$ cat src/rtl/if_id_queue.sv
// Instruction queue between fetch and decode: an in-order FIFO of {pc, inst, excode}
// with valid/ready on both sides and a redirect flush that empties it in one cycle.
module if_id_queue #(
    parameter int DEPTH = 2,
    parameter int PC_W  = 32
) (
    input  logic                       clk,
    input  logic                       resetn,
    input  logic                       flush,
    input  logic                       in_valid,
    output logic                       in_ready,
    input  logic [PC_W-1:0]            in_pc,
    input  logic [31:0]                in_inst,
    input  logic [4:0]                 in_excode,
    output logic                       out_valid,
    input  logic                       out_ready,
    output logic [PC_W-1:0]            out_pc,
    output logic [31:0]                out_inst,
    output logic [4:0]                 out_excode,
    output logic [$clog2(DEPTH+1)-1:0] count
);

    localparam int PTR_W = $clog2(DEPTH);
    localparam int CNT_W = $clog2(DEPTH+1);
    localparam logic [CNT_W-1:0] FULL_COUNT = CNT_W'(DEPTH);

    logic [PC_W-1:0]  r_pc     [DEPTH];
    logic [31:0]      r_inst   [DEPTH];
    logic [4:0]       r_excode [DEPTH];
    logic [PTR_W-1:0] r_rd_ptr;
    logic [PTR_W-1:0] r_wr_ptr;
    logic [CNT_W-1:0] r_count;

    logic w_push;
    logic w_pop;

    // Ready depends only on the registered count, so out_ready never reaches in_ready.
    assign in_ready  = (r_count != FULL_COUNT);
    assign out_valid = (r_count != '0);
    assign w_push    = in_valid & in_ready;
    assign w_pop     = out_valid & out_ready;
    assign count     = r_count;

    assign out_pc     = out_valid ? r_pc[r_rd_ptr]     : '0;
    assign out_inst   = out_valid ? r_inst[r_rd_ptr]   : '0;
    assign out_excode = out_valid ? r_excode[r_rd_ptr] : '0;

    always_ff @(posedge clk or negedge resetn) begin
        if (!resetn) begin
            r_rd_ptr <= '0;
            r_wr_ptr <= '0;
            r_count  <= '0;
        end else if (flush) begin
            r_rd_ptr <= '0;
            r_wr_ptr <= '0;
            r_count  <= '0;
        end else begin
            if (w_push) begin
                r_wr_ptr <= r_wr_ptr + 1'b1;
            end
            if (w_pop) begin
                r_rd_ptr <= r_rd_ptr + 1'b1;
            end
            case ({w_push, w_pop})
                2'b10:   r_count <= r_count + 1'b1;
                2'b01:   r_count <= r_count - 1'b1;
                default: r_count <= r_count;
            endcase
        end
    end

    // Storage needs no reset; a write during flush is harmless because the pointers clear.
    always_ff @(posedge clk) begin
        if (w_push) begin
            r_pc[r_wr_ptr]     <= in_pc;
            r_inst[r_wr_ptr]   <= in_inst;
            r_excode[r_wr_ptr] <= in_excode;
        end
    end

endmodule
$ cat config.mk
export PLATFORM = sky130hd
export DESIGN_NAME = if_id_queue
export DESIGN_NICKNAME = d
export VERILOG_FILES = /design/src/rtl/if_id_queue.sv
export SDC_FILE = /design/constraint.sdc
export NUM_CORES = 1
export LEC_CHECK = 0
export CAP_MARGIN = 20
export CORE_ASPECT_RATIO = 1.75
export CORE_MARGIN = 2
export CORE_UTILIZATION = 52
export CTS_CLUSTER_SIZE = 30
export DETAILED_ROUTE_END_ITERATION = 10
export GPL_TIMING_DRIVEN = 1
export PLACE_DENSITY_LB_ADDON = 0.25
export RECOVER_POWER = 50
export SYNTH_ARGS = -nofsm -noshare
export SYNTH_HDL_FRONTEND = slang
export SYNTH_SLANG_ARGS = --single-unit
$ cat constraint.sdc
create_clock -name clk -period 5.9 [get_ports clk]
set_input_delay 1.18 -clock clk [delete_from_list [all_inputs] [get_ports clk]]
set_output_delay 1.18 -clock clk [all_outputs]
set_load 0.02 [all_outputs]
======== Yosys cells after proc, flatten, opt, wreduce, memory -nomap -nowiden ========
Memory sizes are Yosys's and may differ from the RTL's.
Index checks and enable logic that the tools add are counted.
word-level totals
  bits in registers ....................... 4
  bits in latches ......................... 0
  bits in writable memories ............... 138
  ROM bits ................................ 0
  input bits .............................. 74
  output and inout bits ................... 73
  word-level logic and storage cells ...... 30
  memories ................................ 3
memory list
  name      depth  bits a word  rd ports  clocked after Yosys merged registers in  wr ports  RTL line  RTL
  r_inst    2      32           1         0                                        1         28        logic [31:0] r_inst [DEPTH];
  r_pc      2      32           1         0                                        1         27        logic [PC_W-1:0] r_pc [DEPTH];
  r_excode  2      5            1         0                                        1         29        logic [4:0] r_excode [DEPTH];
cells by class
  add/sub/neg operators ................... 4
  multipliers ............................. 0
  divide/modulo/power cells ............... 0
  magnitude comparators ................... 0
  equality and inequality tests ........... 3
  shift-type cells ........................ 0
  muxes and demuxes ....................... 11
  bitwise logic cells ..................... 2
  reduce and logical (&&, ||, !) cells .... 4
operators by type and width
  kind                                                 number
  2-to-1 mux 32 bit                                    2
  2-to-1 mux 1 bit                                     6
  nonzero test 2 bit                                   3
  2-to-1 mux 5 bit                                     1
  case mux 2 bit (2 select lines)                      1
  nonzero test 3 bit                                   1
  adder 1 bit, second input constant                   2
  adder 2 x 1 -> 2 bit, second input constant          1
  AND 1 bit                                            2
  equality test 2 x 1 -> 1 bit, second input constant  1
  equality test 2 bit, second input constant           1
  2-to-1 mux 2 bit                                     1
  != test 2 bit, second input constant                 1
  subtractor 2 x 1 -> 2 bit, second input constant     1

======== Longest topological paths before layout ========
  word-level depth ........................ 5
  gate-level depth with buffers ........... 4
  mapped depth without buffers ............ 3

======== Worst setup path before layout ========
No wires, ideal clock.
  path kind ............................... input -> register
  start ................................... in in_valid
  end ..................................... mem r_excode[1][0], enable pin
  library setup time ...................... 0.435 ns
  data arrival time ....................... 3.014 ns
  required time ........................... 5.465 ns
  setup slack ............................. 2.451 ns
  cell stages on the path ................. 2
  buffers on the path ..................... 1
  cells stage by stage .................... clkbuf_2 -> and3_1
between the ends
  cells in the longest elaborated chain, start to end .. 3
ends and longest elaborated chain
  what                                    RTL line  RTL
  start, declared                         10        input logic in_valid,
  AND 1 bit                               40        assign w_push = in_valid & in_ready;
  2-to-1 mux 1 bit                        74        if (w_push) begin
  2-to-1 mux 1 bit (implied by the code)  77        r_excode[r_wr_ptr] <= in_excode;
  end, declared                           29
Every way passes these cells.

======== Worst setup path after layout ========
  start ................................... reg r_rd_ptr
  end ..................................... out out_excode[3]
between the ends
  cells in the longest elaborated chain, start to end .. 2
ends and longest elaborated chain
  what                    RTL line  RTL
  start, declared         30        logic [PTR_W-1:0] r_rd_ptr;
  start signal, assigned  62        r_rd_ptr <= r_rd_ptr + 1'b1;
  memory (2 x 5 bit)      n/a
  2-to-1 mux 5 bit        46        assign out_excode = out_valid ? r_excode[r_rd_ptr] : '0;
  end, declared           19        output logic [4:0] out_excode,
Every way passes these cells.

==> reports/results.ini <==
[global_route]
busiest_layer = met2
grt_pass1_vias = 3363
grt.met3_usage_pct = 6.38
grt_usage_pct = 20.9
gr-total-overflow = 0
grt_max_degree = 71
antenna_found_initial = 0
use_met1_pct = 21.1
grt_pass1_wl_um = 16800
met2_usage_pct = 37.9

[yosys]
yosys.area.top_type_share_pct = 76.5
yosysTopAreaCell = edfxtp_1
yosysUniqueCellTypes = 19
synthArstFlopShare_pct = 2.82
syn_area_per_cell_um2 = 17.1
yosysSeqAreaShare_pct = 78.3
synth_top_cells_by_count = edfxtp_1, nor2_1, mux2i_1, buf_2, buf_4
synth_area_leaders = edfxtp_1, mux2i_1, nor2_1
ys_seq_elements = 142
synth_nets = 391
ys.warnings.count = 0
synth_edf_count = 138
synthFlopType = edfxtp_1
synth_area_um2 = 5420
synth.most_common_cell = edfxtp_1
syn_inst = 317

[worst_setup_path]
cp.arrival_ps = 2830
timing.rr.end = r_pc[0][14]
critical_path.max_fanout = 45
worstPathCellList = buf_4 > mux2i_1 > nor2_1 > clkdlybuf4s50_1
start_kind = register
worst-path-buf-inv = 2
cp-end-kind = output port
required_ps = 4720
crit_family = buffers and inverters
slowest_delay_ps = 930
cp_slowest_cell = dfrtp_4
critPathKind = register to output port
r2r_setup_slack_ps = 2920
rr_worst_depth = 4
reg2reg_from = count[0]

[detailed_routing]
drc = 0
dr.pass1.iters = 6
detail_route.iter0.violations = 178
ant_nets = 0
wl_per_cell_um = 18.2
drt_wl_total_um = 11100
vias = 3126
vias_per_cell = 5.13

[outcome]
failed_checks = max-capacitance violations
status = finished with violations

[power]
p_per_area_nw_per_um2 = 359
p_leak_nw = 2.62
total_power_mw = 2.76
ir_drop_v = 0.000292

[finish]
utilization_pct = 74.9
fill_cells = 635
area_growth_pct = 41.6
multi_input_area_um2 = 1080
fin_nets = 543
diodes = 0
seq_area_um2 = 4250
drive_gt1_share_pct = 7.68

[timing]
skew_ps = 6.86
min_period_ps = 4010
hold_violations = 0
worst_pin_slew_ps = 1490
setup_tns_ps = 0
relSlewSlack_pct = 0.577
maxSlewViolCount = 0
fin_crit_sh_pct = 67.9
fin_ws_ps = 1890
rsz0062_at_grt = no
final-setup-viol-count = 0
whs_ps = 605
max_freq_mhz = 249

[hold_path]
hold_depth = 2
hp-start = r_wr_ptr
hold_end = r_wr_ptr
min_path_type = register to register

[clock_network]
tritoncts = done
htreeDepth = 4
cts.clk_slew.worst_paths_ps = 60
clock_latency_ps = 420
post-cts-setup-buffer-count = 0
cts_sinks = 142
ctsHoldBuffers = 0
cts_made_buffers = 17
clock_path_buffers = 2
cts_resized = 0
root_buffer = clkbuf_16

[floorplanning]
core-area_um2 = 10200
rows = 49
die_h_um = 139
fp.dieArea_um2 = 11300
io-pin-count = 147
dieWidth_um = 81.2
start_util_pct = 52.9

[run]
cap_violations = 1

[placement]
pre_cts_slack_ps = 2310
hpwl_um = 6840
gp_congestion = 0.725
port_buffers = 146

[power breakdown]
part | switching (mW) | internal (mW) | total [mW] | leakage (nW)
clock network | 0.398 | 0.837 | 1.24 | 0.337
registers | 0.0296 | 1.17 | 1.20 | 1.34
logic | 0.168 | 0.152 | 0.320 | 0.943
[layer usage]
layer  share of wire [%]  wire (um)
met1                  35       3880
met4                 2.0        221
met3                 5.1        562
met5                   0          0
met2                  58       6440
[cell usage in the layout (no fill, tap or decap)]
master           count
dfrtp_1              3
bufinv_16            7
nor2_1              70
edfxtp_1           138
or2_1                1
a21o_1               1
and3_4               1
buf_4                3
inv_1                3
clkinv_2             1
xor2_1               1
clkinv_4             3
nor3b_1              1
nor2_4               1
o21ai_0              1
clkinv_1             1
mux2i_1             70
dfrtp_4              1
o211ai_1             1
dlygate4sd3_1       71
nand2b_1             1
a21oi_1              4
clkbuf_1             1
clkdlybuf4s50_1     75
nand3b_1             2
a21bo_2              1
inv_6                2
clkbuf_16           17
[state kept, by name, indices dropped and copies added (netlist names)]
signal and flops:
r_excode 10, r_pc 64, r_wr_ptr 1, r_rd_ptr 1, r_inst 64, count 2
[through the flow]
| stage | cell area [um2] | cells |
|---|---|---|
| 2_1_floorplan | 5420 | 317 |
| 3_3_place_gp | 6980 | 577 |
| 3_5_place_dp | 6980 | 577 |
| 4_1_cts | 7670 | 609 |
| 5_1_grt | 7670 | 609 |
| 6_report | 7670 | 609 |
[worst max path at each step]
| stage | from | endpoint | slack, ps | cells after the start |
|---|---|---|---|---|
| 2_1_floorplan | in_valid | r_excode[1][0] | 2450 | 2 |
| 3_3_place_gp | r_rd_ptr | out_excode[3] | 2380 | 4 |
| 3_5_place_dp | r_rd_ptr | out_excode[3] | 2310 | 4 |
| 4_1_cts | r_rd_ptr | out_excode[3] | 1820 | 4 |
| 5_1_grt | r_rd_ptr | out_excode[3] | 1760 | 4 |
| 6_report | r_rd_ptr | out_excode[3] | 1890 | 4 |
[layout make-up]
type	count	share of cell area, %
clock inverter	14	3.42
tap	127	2.07
inverter	3	0.147
multi-input combinational	156	14.1
timing repair buffer	149	19.3
clock buffer	18	5.59
sequential	142	55.4
[kinds of logic after synthesis]
| family | synth area share, % |
|---|---|
| AOI/OAI and AO/OA | 0.923 |
| xor gates and xnor gates | 0.162 |
| buffers and inverters | 2.01 |
| DFF | 78.3 |
| muxes | 12.9 |
| and+or+nand+nor | 5.68 |
[worst reg2reg max path, stage by stage (launching register included)]
cell	delay, ps
dfrtp_1	510
nand2b_1	270
nand3b_1	130
inv_1	1090
buf_4	600
(Power assumes the default switching activity.)
